--- config.mk ---
export PLATFORM = sky130hd
export DESIGN_NAME = silife_sync_sequencer
export DESIGN_NICKNAME = d
export VERILOG_FILES = /design/src/rtl/silife_sync_pkg.sv /design/src/rtl/silife_sync_clkgen.sv /design/src/rtl/silife_sync_sequencer.sv
export SDC_FILE = /design/constraint.sdc
export NUM_CORES = 1
export LEC_CHECK = 0
export CAP_MARGIN = 40
export CORE_AREA = 3 3 74 76
export CTS_CLUSTER_SIZE = 10
export DETAILED_ROUTE_END_ITERATION = 10
export DIE_AREA = 0 0 77 79
export PLACE_DENSITY_LB_ADDON = 0.25
export SYNTH_ARGS = -nofsm -noshare
export SYNTH_HDL_FRONTEND = slang
export SYNTH_SLANG_ARGS = --single-unit
--- constraint.sdc ---
create_clock -name clk -period 4.1 [get_ports clk]
set_input_delay 0.82 -clock clk [delete_from_list [all_inputs] [get_ports clk]]
set_output_delay 0.82 -clock clk [all_outputs]
set_load 0.01 [all_outputs]
--- src/rtl/silife_sync_pkg.sv ---
// silife grid edge-sync sequencer: shared state encoding and the
// edge length constant used by both the sequencer and silife_grid_sync.
package silife_sync_pkg;

  localparam int SYNC_CELLS = 33;

  typedef enum logic [2:0] {
    ST_IDLE,
    ST_ACTIVE,
    ST_SHIFT,
    ST_DRAIN,
    ST_STEP
  } sync_state_t;

endpackage

--- src/rtl/silife_sync_clkgen.sv ---
// Sync clock generator: CELLS pulses, each D+1 cycles high then
// D+1 cycles low, launched by a one-cycle start strobe.
module silife_sync_clkgen
  import silife_sync_pkg::*;
#(
  parameter int CELLS     = SYNC_CELLS,
  parameter int DIV_WIDTH = 8
) (
  input  logic                 clk,
  input  logic                 reset,
  input  logic                 i_start,
  input  logic [DIV_WIDTH-1:0] i_div,
  output logic                 o_sync_clk,
  output logic                 o_done
);

  localparam int PW = $clog2(CELLS + 1);
  localparam logic [PW-1:0] LAST = PW'(CELLS - 1);

  logic                 run_q, run_d;
  logic                 hi_q, hi_d;
  logic [DIV_WIDTH-1:0] ph_q, ph_d;
  logic [PW-1:0]        cnt_q, cnt_d;
  logic                 ph_end;
  logic                 last;

  assign ph_end = (ph_q == i_div);
  assign last   = (cnt_q == LAST);

  always_comb begin
    run_d = run_q;
    hi_d  = hi_q;
    ph_d  = ph_q;
    cnt_d = cnt_q;
    if (i_start) begin
      run_d = 1'b1;
      hi_d  = 1'b1;
      ph_d  = '0;
      cnt_d = '0;
    end else if (run_q) begin
      if (ph_end) begin
        ph_d = '0;
        if (hi_q) begin
          hi_d = 1'b0;
        end else if (last) begin
          run_d = 1'b0;
        end else begin
          hi_d  = 1'b1;
          cnt_d = cnt_q + 1'b1;
        end
      end else begin
        ph_d = ph_q + 1'b1;
      end
    end
  end

  always_ff @(posedge clk) begin
    if (reset) begin
      run_q <= 1'b0;
      hi_q  <= 1'b0;
      ph_q  <= '0;
      cnt_q <= '0;
    end else begin
      run_q <= run_d;
      hi_q  <= hi_d;
      ph_q  <= ph_d;
      cnt_q <= cnt_d;
    end
  end

  assign o_sync_clk = hi_q;
  // done marks the final cycle of the last low phase
  assign o_done = run_q & ~hi_q & ph_end & last;

endmodule

--- src/rtl/silife_sync_sequencer.sv ---
// Per-generation sequencer: frames the edge sync, waits for the
// shifters to drain, then pulses the grid step (or bypasses in 1-chip mode).
module silife_sync_sequencer
  import silife_sync_pkg::*;
#(
  parameter int CELLS         = SYNC_CELLS,
  parameter int DIV_WIDTH     = 8,
  parameter int TIMEOUT_WIDTH = 16
) (
  input  logic                 clk,
  input  logic                 reset,
  input  logic                 i_enable,
  input  logic                 i_step,
  input  logic [DIV_WIDTH-1:0] i_clk_div,
  input  logic                 i_busy,
  output logic                 o_sync_clk,
  output logic                 o_sync_active,
  output logic                 o_grid_step,
  output logic                 o_ready,
  output logic                 o_timeout
);

  localparam logic [TIMEOUT_WIDTH-1:0] T_LAST = ~TIMEOUT_WIDTH'(1);

  sync_state_t              state_q, state_d;
  logic [DIV_WIDTH-1:0]     div_q;
  logic [DIV_WIDTH-1:0]     setup_q;
  logic [TIMEOUT_WIDTH-1:0] tcnt_q;
  logic                     to_q;
  logic                     setup_end;
  logic                     start;
  logic                     done;
  logic                     drain_to;
  logic                     accept;

  assign setup_end = (setup_q == div_q);
  assign start     = (state_q == ST_ACTIVE) && setup_end;
  assign drain_to  = i_busy && (tcnt_q == T_LAST);
  assign accept    = (state_q == ST_IDLE) && i_step && i_enable;

  silife_sync_clkgen #(
    .CELLS     (CELLS),
    .DIV_WIDTH (DIV_WIDTH)
  ) u_clkgen (
    .clk        (clk),
    .reset      (reset),
    .i_start    (start),
    .i_div      (div_q),
    .o_sync_clk (o_sync_clk),
    .o_done     (done)
  );

  always_ff @(posedge clk) begin
    if (reset) state_q <= ST_IDLE;
    else       state_q <= state_d;
  end

  always_comb begin
    state_d = state_q;
    unique case (state_q)
      ST_IDLE: begin
        if (i_step) state_d = i_enable ? ST_ACTIVE : ST_STEP;
      end
      ST_ACTIVE: if (setup_end) state_d = ST_SHIFT;
      ST_SHIFT:  if (done) state_d = ST_DRAIN;
      ST_DRAIN: begin
        if (!i_busy)       state_d = ST_STEP;
        else if (drain_to) state_d = ST_IDLE;
      end
      ST_STEP: state_d = ST_IDLE;
      default: state_d = ST_IDLE;
    endcase
  end

  // divider and enable are frozen at accept time for the whole sequence
  always_ff @(posedge clk) begin
    if (reset) begin
      div_q   <= '0;
      setup_q <= '0;
      tcnt_q  <= '0;
      to_q    <= 1'b0;
    end else begin
      if (accept) begin
        div_q <= i_clk_div;
        to_q  <= 1'b0;
      end else if (state_q == ST_DRAIN && drain_to) begin
        to_q <= 1'b1;
      end
      setup_q <= (state_q == ST_ACTIVE && !setup_end) ?
                 setup_q + 1'b1 : '0;
      tcnt_q  <= (state_q == ST_DRAIN) ? tcnt_q + 1'b1 : '0;
    end
  end

  always_comb begin
    o_sync_active = 1'b0;
    o_grid_step   = 1'b0;
    o_ready       = 1'b0;
    o_timeout     = to_q;
    unique case (state_q)
      ST_IDLE:   o_ready       = 1'b1;
      ST_ACTIVE: o_sync_active = 1'b1;
      ST_SHIFT:  o_sync_active = 1'b1;
      ST_STEP:   o_grid_step   = 1'b1;
      default:   ;
    endcase
  end

endmodule

Word level (Yosys, flattened, before mapping)
Index checks and enable logic that the tools add are counted.

word-level totals
  output and inout bits = 5
  bits in registers = 52
  logic and storage cells = 70
  bits of input ports = 13

operators by class
  reduce and logical (&&, ||, !) cells = 18
  muxes and demuxes = 20
  add/subtract/negate cells = 4
  bitwise logic cells = 7
  eq/ne operators = 12

operators by type and width
  cell                                                              number
  3-bit 2-to-1 mux                                                  6
  16-bit by 1-bit adder with 16-bit output (second input constant)  1
  8-bit by 1-bit adder with 8-bit output (second input constant)    2
  16-bit == test (second input constant)                            1
  8-bit == test                                                     2
  1-bit 2-to-1 mux                                                  12
  3-bit case mux with 4 select lines                                1
  2-bit OR reduction                                                5
  8-bit 2-to-1 mux                                                  1
  4-bit AND reduction                                               2
  6-bit by 1-bit adder with 6-bit output (second input constant)    1
  3-bit by 2-bit == test with 1-bit output (second input constant)  2
  6-bit == test (second input constant)                             1
  1-bit logical AND                                                 6
  2-bit inequality test (second input constant)                     3
  1-bit NOT                                                         4
  2-bit nonzero test                                                2
  1-bit bitwise AND                                                 3
  3-bit by 1-bit == test with 1-bit output (second input constant)  1
  3-bit == test (second input constant)                             1
  3-bit logical NOT                                                 1
  3-bit inequality test (second input constant)                     1
  2-bit AND reduction                                               1
  1-bit logical NOT                                                 1

Logic depth before layout (Yosys ltp)
  word-level depth = 6
  mapped depth = 7
  depth with buffers taken out = 7

Cells and area by module
A second synthesis with hierarchy kept.

second synthesis, totals
  cell total of the unflattened synthesis = 283
  area total of the unflattened synthesis = 2528.7 um2

by module, submodules not included
  module                 area each (um2)  cells each  times used  sequential area each (um2)
  silife_sync_sequencer  1672.9           180         1           720.7
  silife_sync_clkgen     855.8            103         1           320.3

Worst setup path after synthesis
OpenSTA, ideal clock, no wires.

  path kind = register -> output
  start = register state_q[1]
  end = output o_ready
  required time = 3280 ps
  slack = 2439 ps
  arrival = 841 ps
  cell stages (with the launch flop) = 3
  buffers on the path = 1
  cell sequence = dfxtp_1 -> clkbuf_1 -> nor3_1

on the way
  word-level cells in the longest chain between the ends = 2

RTL lines
  element                 RTL line                      source
  from (decl)             silife_sync_sequencer.sv:25   sync_state_t state_q, state_d;
  from (signal assigned)  silife_sync_sequencer.sv:55   else state_q <= state_d;
  3-bit logical NOT       silife_sync_sequencer.sv:100  unique case (state_q)
  1-bit 2-to-1 mux        silife_sync_sequencer.sv:100
  to (decl)               silife_sync_sequencer.sv:19   output logic o_ready,

Every way passes these cells.

Worst setup path after layout
  start = register state_q[0]
  end = output o_ready

Same word-level chain as after synthesis.

==> impl_metrics.json <==
{
  "grtUsageTotal_pct": 15.4,
  "crit_family": "buffers and inverters",
  "ys.flop_type": "dfxtp_1",
  "clock_sinks": 52,
  "drv_cap": 0,
  "fin_crit_sh_pct": 60.3,
  "drtPass1Iterations": 4,
  "io_pins": 18,
  "dpl.hpwl_um": 3140,
  "globalplace.congestion": 0.794,
  "synth_xor_xnor_area_share_pct": 15.7,
  "clock_latency_ns": 0.30,
  "drc": 0,
  "drtIter0Drc": 117,
  "cpPeakStageDelay_ns": 0.61,
  "post_cts_buffers": 0,
  "drive_above_1_share_pct": 3.04,
  "cp_cell_sequence": "nor3_1 > clkdlybuf4s50_1",
  "postSynthAreaPerCell_um2": 8.58,
  "ff_latch_area_mm2": 0.00104,
  "syn-cell-area_mm2": 0.00239,
  "antenna_found_initial": 0,
  "htreeDepth": 2,
  "worstMarginPinSlew_ns": 0.644,
  "post_cts_resized": 0,
  "worst_path_max_delay_cell": "clkdlybuf4s50_1",
  "ys_types": 36,
  "start_kind": "flip-flop",
  "r2r_cells": 5,
  "start_util_pct": 50.0,
  "hp-start": "tcnt_q[0]",
  "syn_inst": 279,
  "critPathMaxFanout": 7,
  "utilization_pct": 56.5,
  "tritoncts": "built",
  "drt-total-wl_um": 4300,
  "nets": 314,
  "yosys_warnings": 0,
  "cts.reportedPaths.clkPinSlew_ns": 0.09,
  "relSlewSlack_pct": 56.8,
  "die_area_mm2": 0.00608,
  "cts_made_buffers": 5,
  "setup_viol": 0,
  "die_y_um": 79,
  "rows": 25,
  "die_w_um": 77,
  "r2r-end": "state_q[0]",
  "p_leak_uw": 0.000943,
  "syn_to_final_growth_pct": 13.0,
  "crit_required_ns": 3.28,
  "via_per_inst": 5.16,
  "worstHoldPathType": "reg2reg",
  "drv_slew": 0,
  "clock_tree.buffer_depth": 2,
  "place_ws_ns": 1.52,
  "power_density_mw_per_mm2": 343,
  "period_minus_slack_ns": 2.47,
  "synth_adder_area_share_pct": 3.14,
  "ys_ff_latch": 52,
  "coreArea_mm2": 0.00479,
  "setup_ws_ns": 1.63,
  "arrival_ns": 1.65,
  "rrSetupSlack_ns": 2.09,
  "cts-hold-fix-buffers": 0,
  "ys_seq_area_share_pct": 43.5,
  "grt_max_degree": 17,
  "clock_skew_ns": 0.0110,
  "status": "complete, no violations",
  "hold_viol": 0,
  "io_buffers": 17,
  "async_flop_share_pct": 0,
  "vias": 1873,
  "synth_area_leaders": "dfxtp_1 (43%), xor2_1 (9.5%), xnor2_1 (6.2%)",
  "synth-compound-area-share_pct": 8.52,
  "n_fill_cell": 461,
  "grt.overflow.total": 0,
  "synth_top_cell_area_share_pct": 43.5,
  "multi_input_area_mm2": 0.00129,
  "synthMuxAreaShare_pct": 0.470,
  "crit_buf_inv": 1,
  "yosys.area.top_type": "dfxtp_1",
  "grt_pass1_vias": 1792,
  "synth-simple-area-share_pct": 25.9,
  "path_class": "reg2out",
  "ir_worst_vdd_mv": 0.192,
  "hold_path_depth": 1,
  "diodes": 0,
  "rsz0062_at_grt": "no",
  "drtAntennaViolNets": 0,
  "end_kind": "output pin",
  "synth_fp_nets": 298,
  "max_freq_ghz": 0.405,
  "fin_tns_setup_ns": 0,
  "wl_per_cell_um": 11.8,
  "synth_top_family_by_area": "simple AND/OR/NAND/NOR gates",
  "grt_pass1_wl_um": 7780,
  "holdWs_ns": 0.484,
  "holdPathEnd": "tcnt_q[0]",
  "worstReg2RegStart": "div_q[7]",
  "synth_enable_flop_cells": 0,
  "cts_root_buffer": "clkbuf_8"
}
## routing by layer
layer  vias up  global-route usage [%]  part of all wire, %
met5         -                       0                    0
met4         0                    5.87                  1.6
met3         6                    3.85                  4.3
met2        30                    26.0                   44
met1       856                    19.0                   50
li1        981                       -                    -
## how the worst max path moves through the flow
| stage | end | slack [ns] | start | depth (start not counted) |
|---|---|---|---|---|
| 5_1_grt | o_ready | 1.54 | state_q[0] | 2 |
| 3_3_place_gp | u_clkgen.ph_q[6] | 1.54 | reset | 5 |
| 6_report | o_ready | 1.63 | state_q[0] | 2 |
| 4_1_cts | o_ready | 1.63 | state_q[0] | 2 |
| 2_1_floorplan | o_ready | 2.44 | state_q[1] | 2 |
| 3_5_place_dp | u_clkgen.ph_q[7] | 1.52 | reset | 5 |
## final cells by class
cell class | instances | share of cell area [%]
multi-input combinational | 210 | 47.5
sequential | 52 | 38.5
timing repair buffer | 17 | 6.29
clock buffer | 8 | 3.33
tap | 67 | 3.10
inverter | 9 | 1.25
## stage by stage
step                power [µW]  cells  cell area, µm²
detailed placement         640    355            2620
global placement           639    355            2620
global route               968    363            2710
CTS                        933    363            2710
finish                     928    363            2710
floorplan                  604    279            2390
## power by group
| group | switching (µW) | total, µW | internal [µW] |
|---|---|---|---|
| Sequential | 16.2 | 531 | 515 |
| Clock | 162 | 300 | 138 |
| Combinational | 51.7 | 96.7 | 45.0 |
## flip-flops by register name, indices dropped and copies added (netlist names)
| register | cells |
|---|---|
| o_timeout | 1 |
| div_q | 8 |
| u_clkgen.cnt_q | 6 |
| tcnt_q | 16 |
| u_clkgen.o_sync_clk | 1 |
| u_clkgen.ph_q | 8 |
| state_q | 3 |
| setup_q | 8 |
| u_clkgen.run_q | 1 |
## Yosys cell counts (6+ instances only)
master    n
dfxtp_1  52
inv_1     9
nand3_1  21
ha_1      6
nand4_1  10
nor2_1   37
o21ai_0   6
nand2_1  26
and3_1    6
a21oi_1  16
xnor2_1  17
xor2_1   26
or3_1     7
## placed cells by master, fill, tap and decap left out, types with 5 or more instances in the layout
master	n
inv_1	9
nor3_1	5
a31oi_1	5
clkbuf_8	6
nand3_1	21
nor2_1	37
nand4_1	10
nand2_1	26
a21oi_1	16
xnor2_1	17
dfxtp_1	52
clkdlybuf4s50_1	17
and3_1	6
ha_1	6
o21ai_0	6
xor2_1	26
or3_1	7
## kinds of logic after synthesis
logic type / count (synthesis)
AO/OA/AOI/OAI: 34
XOR/XNOR: 43
adder cells (fa/ha/maj): 6
buffers and inverters: 17
flip-flops: 52
multiplexers: 1
AND/OR/NAND/NOR: 126
No activity file was read; power rests on OpenSTA's default activity.
